File: src/rtl/dmem_pkg.sv
// rtl/dmem_pkg.sv - access size encoding and byte-lane helpers for the data memory arbiter
// Purpose : shared types and pure functions used by dmem_arbiter.
// Contents: size_e   - access size (SZ_B=0, SZ_H=1, SZ_W=2; 3 is illegal)
//           lane_be  - byte write-enable mask for a size at a byte offset
//           fmt_load - lane select plus sign/zero extension of a read word
package dmem_pkg;

  typedef enum logic [1:0] {
    SZ_B = 2'd0,
    SZ_H = 2'd1,
    SZ_W = 2'd2
  } size_e;

  localparam logic [1:0] SZ_ILL = 2'd3;

  function automatic logic [3:0] lane_be(input logic [1:0] size, input logic [1:0] off);
    logic [3:0] be;
    case (size)
      SZ_B:    be = 4'b0001 << off;
      SZ_H:    be = 4'b0011 << off;
      SZ_W:    be = 4'b1111;
      default: be = 4'b0000;
    endcase
    return be;
  endfunction

  function automatic logic [31:0] fmt_load(input logic [31:0] word, input logic [1:0] off,
                                           input logic [1:0] size, input logic uns);
    logic [7:0]  b;
    logic [15:0] h;
    logic [31:0] res;
    b = word[8*off +: 8];
    h = off[1] ? word[31:16] : word[15:0];
    case (size)
      SZ_B:    res = uns ? {24'h0, b} : {{24{b[7]}}, b};
      SZ_H:    res = uns ? {16'h0, h} : {{16{h[15]}}, h};
      default: res = word;
    endcase
    return res;
  endfunction

endpackage

File: src/rtl/dmem_rr_arb.sv
// rtl/dmem_rr_arb.sv - two-way round-robin grant with last-grant register
// Purpose : picks one of two requesters when enabled; remembers the last winner.
// Ports   : clk, rst_n        clock, async active-low reset
//           i_en              grant allowed this cycle
//           i_req0, i_req1    requests
//           o_gnt0, o_gnt1    one-hot (or zero) grant, combinational
// FIXED_PRI=1 makes port 0 win every contest.
module dmem_rr_arb #(
  parameter bit FIXED_PRI = 1'b0
) (
  input  logic clk,
  input  logic rst_n,
  input  logic i_en,
  input  logic i_req0,
  input  logic i_req1,
  output logic o_gnt0,
  output logic o_gnt1
);

  // Reset value 1 means port 0 wins the first contest.
  logic r_last_grant;

  always_comb begin
    o_gnt0 = 1'b0;
    o_gnt1 = 1'b0;
    if (i_en) begin
      if (i_req0 && i_req1) begin
        if (FIXED_PRI || r_last_grant) o_gnt0 = 1'b1;
        else                           o_gnt1 = 1'b1;
      end else begin
        o_gnt0 = i_req0;
        o_gnt1 = i_req1;
      end
    end
  end

  always_ff @(posedge clk or negedge rst_n) begin
    if (!rst_n)      r_last_grant <= 1'b1;
    else if (o_gnt0) r_last_grant <= 1'b0;
    else if (o_gnt1) r_last_grant <= 1'b1;
  end

endmodule

File: src/rtl/dmem_arbiter.sv
// rtl/dmem_arbiter.sv - two-port arbiter and access formatter for the single-port data memory
// Purpose : grants one requester per two cycles, checks alignment/range, drives byte
//           lanes to the memory and returns formatted load data one cycle later.
// Ports   : clk, rst_n                          clock, async active-low reset
//           pN_req_valid/ready/we/size/uns/addr/wdata  request side, N = 0,1
//           pN_resp_valid/rdata/err             one-cycle response
//           mem_en/be/addr/wdata, mem_rdata     memory macro (1-cycle read latency)
module dmem_arbiter
  import dmem_pkg::*;
#(
  parameter int unsigned WORD_AW   = 15,
  parameter bit          FIXED_PRI = 1'b0
) (
  input  logic               clk,
  input  logic               rst_n,
  input  logic               p0_req_valid,
  output logic               p0_req_ready,
  input  logic               p0_req_we,
  input  logic [1:0]         p0_req_size,
  input  logic               p0_req_uns,
  input  logic [31:0]        p0_req_addr,
  input  logic [31:0]        p0_req_wdata,
  output logic               p0_resp_valid,
  output logic [31:0]        p0_resp_rdata,
  output logic               p0_resp_err,
  input  logic               p1_req_valid,
  output logic               p1_req_ready,
  input  logic               p1_req_we,
  input  logic [1:0]         p1_req_size,
  input  logic               p1_req_uns,
  input  logic [31:0]        p1_req_addr,
  input  logic [31:0]        p1_req_wdata,
  output logic               p1_resp_valid,
  output logic [31:0]        p1_resp_rdata,
  output logic               p1_resp_err,
  output logic               mem_en,
  output logic [3:0]         mem_be,
  output logic [WORD_AW-1:0] mem_addr,
  output logic [31:0]        mem_wdata,
  input  logic [31:0]        mem_rdata
);

  typedef enum logic {ST_IDLE, ST_BUSY} state_e;

  state_e      r_state, w_state_nxt;
  logic        w_gnt0, w_gnt1, w_grant;
  logic        w_we, w_uns, w_err, w_misalign, w_oor;
  logic [1:0]  w_size;
  logic [31:0] w_addr, w_wdata, w_rdata;
  logic        w_resp_valid;

  logic        r_port, r_we, r_uns, r_err;
  logic [1:0]  r_size, r_off;

  dmem_rr_arb #(.FIXED_PRI(FIXED_PRI)) u_arb (
    .clk    (clk),
    .rst_n  (rst_n),
    .i_en   (r_state == ST_IDLE),
    .i_req0 (p0_req_valid),
    .i_req1 (p1_req_valid),
    .o_gnt0 (w_gnt0),
    .o_gnt1 (w_gnt1)
  );

  assign w_grant      = w_gnt0 | w_gnt1;
  assign p0_req_ready = w_gnt0;
  assign p1_req_ready = w_gnt1;

  // Granted request (port 1 only when it holds the grant).
  assign w_we    = w_gnt1 ? p1_req_we    : p0_req_we;
  assign w_size  = w_gnt1 ? p1_req_size  : p0_req_size;
  assign w_uns   = w_gnt1 ? p1_req_uns   : p0_req_uns;
  assign w_addr  = w_gnt1 ? p1_req_addr  : p0_req_addr;
  assign w_wdata = w_gnt1 ? p1_req_wdata : p0_req_wdata;

  assign w_misalign = (w_size == SZ_ILL) ||
                      ((w_size == SZ_H) && w_addr[0]) ||
                      ((w_size == SZ_W) && (w_addr[1:0] != 2'b00));
  // Any byte-address bit above the memory's word range makes the access out of range.
  assign w_oor = |(w_addr >> (WORD_AW + 2));
  assign w_err = w_misalign | w_oor;

  assign mem_addr = w_addr[WORD_AW+1:2];

  always_comb begin
    w_state_nxt = r_state;
    mem_en      = 1'b0;
    mem_be      = 4'b0000;
    mem_wdata   = 32'h0;
    case (r_state)
      ST_IDLE: begin
        if (w_grant) begin
          w_state_nxt = ST_BUSY;
          if (!w_err) begin
            mem_en = 1'b1;
            if (w_we) begin
              mem_be = lane_be(w_size, w_addr[1:0]);
              // Replication puts the data on every lane so be alone selects the target.
              case (w_size)
                SZ_B:    mem_wdata = {4{w_wdata[7:0]}};
                SZ_H:    mem_wdata = {2{w_wdata[15:0]}};
                default: mem_wdata = w_wdata;
              endcase
            end
          end
        end
      end
      default: w_state_nxt = ST_IDLE;
    endcase
  end

  always_ff @(posedge clk or negedge rst_n) begin
    if (!rst_n) begin
      r_state <= ST_IDLE;
      r_port  <= 1'b0;
      r_we    <= 1'b0;
      r_size  <= 2'b00;
      r_uns   <= 1'b0;
      r_off   <= 2'b00;
      r_err   <= 1'b0;
    end else begin
      r_state <= w_state_nxt;
      if ((r_state == ST_IDLE) && w_grant) begin
        r_port <= w_gnt1;
        r_we   <= w_we;
        r_size <= w_size;
        r_uns  <= w_uns;
        r_off  <= w_addr[1:0];
        r_err  <= w_err;
      end
    end
  end

  assign w_resp_valid = (r_state == ST_BUSY);
  assign w_rdata      = (!r_we && !r_err) ? fmt_load(mem_rdata, r_off, r_size, r_uns) : 32'h0;

  assign p0_resp_valid = w_resp_valid && !r_port;
  assign p1_resp_valid = w_resp_valid &&  r_port;
  assign p0_resp_err   = p0_resp_valid && r_err;
  assign p1_resp_err   = p1_resp_valid && r_err;
  assign p0_resp_rdata = p0_resp_valid ? w_rdata : 32'h0;
  assign p1_resp_rdata = p1_resp_valid ? w_rdata : 32'h0;

endmodule

File: config.mk
export PLATFORM = sky130hd
export DESIGN_NAME = dmem_arbiter
export DESIGN_NICKNAME = d
export VERILOG_FILES = /design/src/rtl/dmem_pkg.sv /design/src/rtl/dmem_rr_arb.sv /design/src/rtl/dmem_arbiter.sv
export SDC_FILE = /design/constraint.sdc
export NUM_CORES = 1
export LEC_CHECK = 0
export BUFFER_PORTS_ARGS = -buffer_cell sky130_fd_sc_hd__buf_2
export CAP_MARGIN = 20
export CORE_AREA = 3 3 112 114
export CTS_BUF_LIST = sky130_fd_sc_hd__clkbuf_8
export CTS_CLUSTER_DIAMETER = 100
export DETAILED_ROUTE_END_ITERATION = 8
export DIE_AREA = 0 0 115 117
export HOLD_SLACK_MARGIN = 0.1
export MAX_ROUTING_LAYER = met4
export PLACE_DENSITY_LB_ADDON = 0.25
export SYNTH_ARGS = -nofsm -noshare
export SYNTH_HDL_FRONTEND = slang
export SYNTH_SLANG_ARGS = --single-unit
export TNS_END_PERCENT = 100
File: constraint.sdc
create_clock -name clk -period 2.4 [get_ports clk]
set_clock_uncertainty 0.15 [all_clocks]
set_input_delay 0.48 -clock clk [delete_from_list [all_inputs] [get_ports clk]]
set_output_delay 0.48 -clock clk [all_outputs]
set_load 0.05 [all_outputs]
==> summary.md <==
| Metric | Value |
|---|---|
| Skew-Pair Late Insertion Delay | `0.23 ns` |
| Status | `complete, but fails checks` |
| Max cap viols | `0` |
| Final worst path period need | `2.90 ns` |
| Post-DR wirelength/cell | `18.8 um` |
| Worst-margin pin slew | `0.502 ns` |
| Final Max Tran Viols | `0` |
| Register area share after synthesis | `7.92%` |
| Routed WL | `18900 um` |
| Flop2flop setup slack | `0.26 ns` |
| Vias in the first global route | `5381` |
| GPL Wtd Cong | `0.968` |
| Fin cells | `1004` |
| Post-route ant nets | `0` |
| Synthesized cell area | `0.00318 mm2` |
| Worst path required time | `1.77 ns` |
| Fin. Hold Viols | `0` |
| Largest net degree at the start of global routing | `27` |
| DR vias | `5225` |
| CP Launch Type | `flip-flop` |
| Synth area leader | `mux2i_1` |
| First drt pass iteration count | `5` |
| VDD IR-drop max | `0.000169 V` |
| Nets | `1033` |
| Slowest CP cell | `dfrtp_1` |
| Yosys top cell area share | `14.8%` |
| Iter 0 DRT Violations | `223` |
| Die area | `0.0135 mm2` |
| Synth top cells by count | `nand2_1 (112), nor2_1 (89), mux2i_1 (47), o21ai_0 (33), a21oi_1 (19)` |
| Layout cells sized above 1 | `72.0%` |
| Unrepaired setup endpoints after global routing | `yes` |
| Ys async rst share | `100%` |
| Syn Area/Cell | `6.48 um2` |
| Floorplan row count | `39` |
| Cell count after synthesis | `490` |
| Drc violations | `0` |
| Count leader, synth | `nand2_1` |
| Critical-path cell list | `nor2b_4, buf_6, nand2_4, mux2_4, buf_8, a2111oi_4, buf_6` |
| Die Width | `115 um` |
| Inst Count DP | `966` |
| Power Dens Cells | `345 mW/mm2` |
| Starting Density | `27.6%` |
| Top-Level Pins | `294` |
| Setup violations, final | `114` |
| Layout area overhead | `152%` |
| Clock Root Buffer | `clkbuf_8` |
| Core area | `0.0115 mm2` |
| Syn_nets | `662` |
| Die H | `117 um` |
| Worst path arrival time | `2.27 ns` |
| Cell mode on critical path | `buf_6` |
| Total negative slack | `-26.90 ns` |
| H-tree depth | `1` |
| GRT overflow | `0` |
| Sink Count | `10` |
| Synth warnings | `0` |
| CTS tree | `built` |
| FMAX | `0.345 GHz` |
| Tcrit/Tclk final | `121%` |
| Dominant synthesized flop cell | `dfrtp_1` |
| Clk buf depth | `2` |
| GRT Util Overall | `25.4%` |
| Synth Register Bits | `10` |
| Crit path capture type | `primary output` |
| Total CTS buffers | `3` |
| Critical path type | `reg -> out` |
| Setup ws final | `-0.497 ns` |
| Worst hold path class | `reg -> reg` |
| Area contributors post-synth | `mux2i_1 (15%), nand2_1 (13%), nor2_1 (11%), a2111oi_2 (8.5%), dfrtp_1 (7.1%)` |
| Clk slew on worst S/H paths | `0.05 ns` |
| Port bufs | `293` |
| Leak pwr | `3.51 nW` |
| CP peak stage delay | `0.41 ns` |
| Post-synthesis cell type count | `46` |
| Worst slew margin | `66.4%` |
| Initial antenna violation count | `1` |
| Failing checks | `negative setup slack` |
| Number of flops mapped to enable cells by yosys | `0` |
| Worst-path maximum fanout | `13` |
| DR vias/cell | `5.20` |
| Final HPWL DP | `13200 um` |
| First-pass GRT wire length | `26900 um` |
-- stage by stage --
stage	area, um2	util [%]	hold WS, ns	total power, mW	setup WS (ns)
finish	8010	69.6	0.341	2.76	-0.497
global route	8010	69.6	0.397	2.90	-0.566
CTS	7620	66.1	0.341	2.47	-0.486
detailed placement	6090	52.9	0.208	1.86	-0.572
global placement	6090	52.9	0.197	1.82	-0.583
floorplan	4040	-	0.0344	1.35	-0.596
-- critical path: cells and delay by family (launching register included) --
family | cells | cell delay (ns)
flip-flops | 1 | 0.41
buffers and inverters | 3 | 0.52
AO/OA/AOI/OAI | 1 | 0.40
AND/OR/NAND/NOR | 2 | 0.29
multiplexers | 1 | 0.40
-- power breakdown --
group | leakage, nW | internal, mW | switching (mW)
Combinational | 3.37 | 0.988 | 1.30
Clock | 0.0288 | 0.144 | 0.0658
Sequential | 0.112 | 0.208 | 0.0558
-- timing repair --
| action | CTS | global route |
|---|---|---|
| setup endpoints to repair | 117 | 117 |
| gates cloned | 6 | 4 |
| resized for setup | 367 | 57 |
| setup buffers | 18 | 8 |
| hold endpoints to repair | 9 | 0 |
| pin swaps | 54 | 12 |
| hold buffers | 1 | 0 |
-- metal layers --
layer	vias to the layer above	global-route usage, %	part of all wire [%]
met4	0	7.75	3.0
met3	51	3.03	6.7
met5	-	-	0
met2	283	48.1	55
met1	2454	27.7	36
li1	2437	-	-
-- kinds of logic (layout without fill, tap and decap cells) --
| kind of cell | after synthesis | after routing | share of synthesized area, % |
|---|---|---|---|
| simple gates | 269 | 270 | 37.7 |
| compound gates | 88 | 88 | 21.9 |
| mux | 64 | 64 | 21.5 |
| buf+inv | 59 | 428 | 11.0 |
| flops | 10 | 10 | 7.92 |
| other cells | 0 | 1 | 0 |
-- cells in the final DEF, fill, tap and decap left out, types with 11 or more instances in the layout --
| cell type | netlist | layout |
|---|---|---|
| nand2_1 | 112 | 80 |
| a21oi_2 | 1 | 11 |
| buf_2 | 12 | 176 |
| buf_4 | 17 | 72 |
| buf_6 | 4 | 120 |
| o21ai_0 | 33 | 16 |
| buf_8 | 0 | 23 |
| nand2_2 | 1 | 24 |
| a2111oi_4 | 0 | 24 |
| mux2i_1 | 47 | 42 |
| buf_12 | 1 | 14 |
| nor2_2 | 0 | 16 |
| nor2_1 | 89 | 24 |
| nor2_4 | 0 | 49 |
-- layout make-up --
type / instances / area, um2
Sequential cell: 10 / 256
Tap cell: 143 / 179
Inverter: 10 / 61.3
Timing Repair Buffer: 414 / 3620
Multi-Input combinational cell: 422 / 3830
Antenna cell: 1 / 2.50
Fill cell: 801 / 3510
Clock buffer: 4 / 55.1
-- state kept, by name, indices dropped and copies added (netlist names) --
name and flops:
r_state 1, r_off 2, r_port 1, r_size 2, r_uns 1, r_we 1
u_arb.r_last_grant 1, r_err 1
-- worst paths after layout --
kind	start	endpoint	depth (start not counted)
max	r_state$_DFF_PN0_	mem_wdata[25]	7
min reg2reg	r_we$_DFFE_PN0P_	r_we$_DFFE_PN0P_	2
max reg2reg	r_state$_DFF_PN0_	r_err$_DFFE_PN0P_	9
min	r_we$_DFFE_PN0P_	r_we$_DFFE_PN0P_	2
max in group asynchronous	rst_n	u_arb.r_last_grant$_DFFE_PN1N_	2
min in group asynchronous	rst_n	r_err$_DFFE_PN0P_	2
Power figures use the tool's default switching activity.
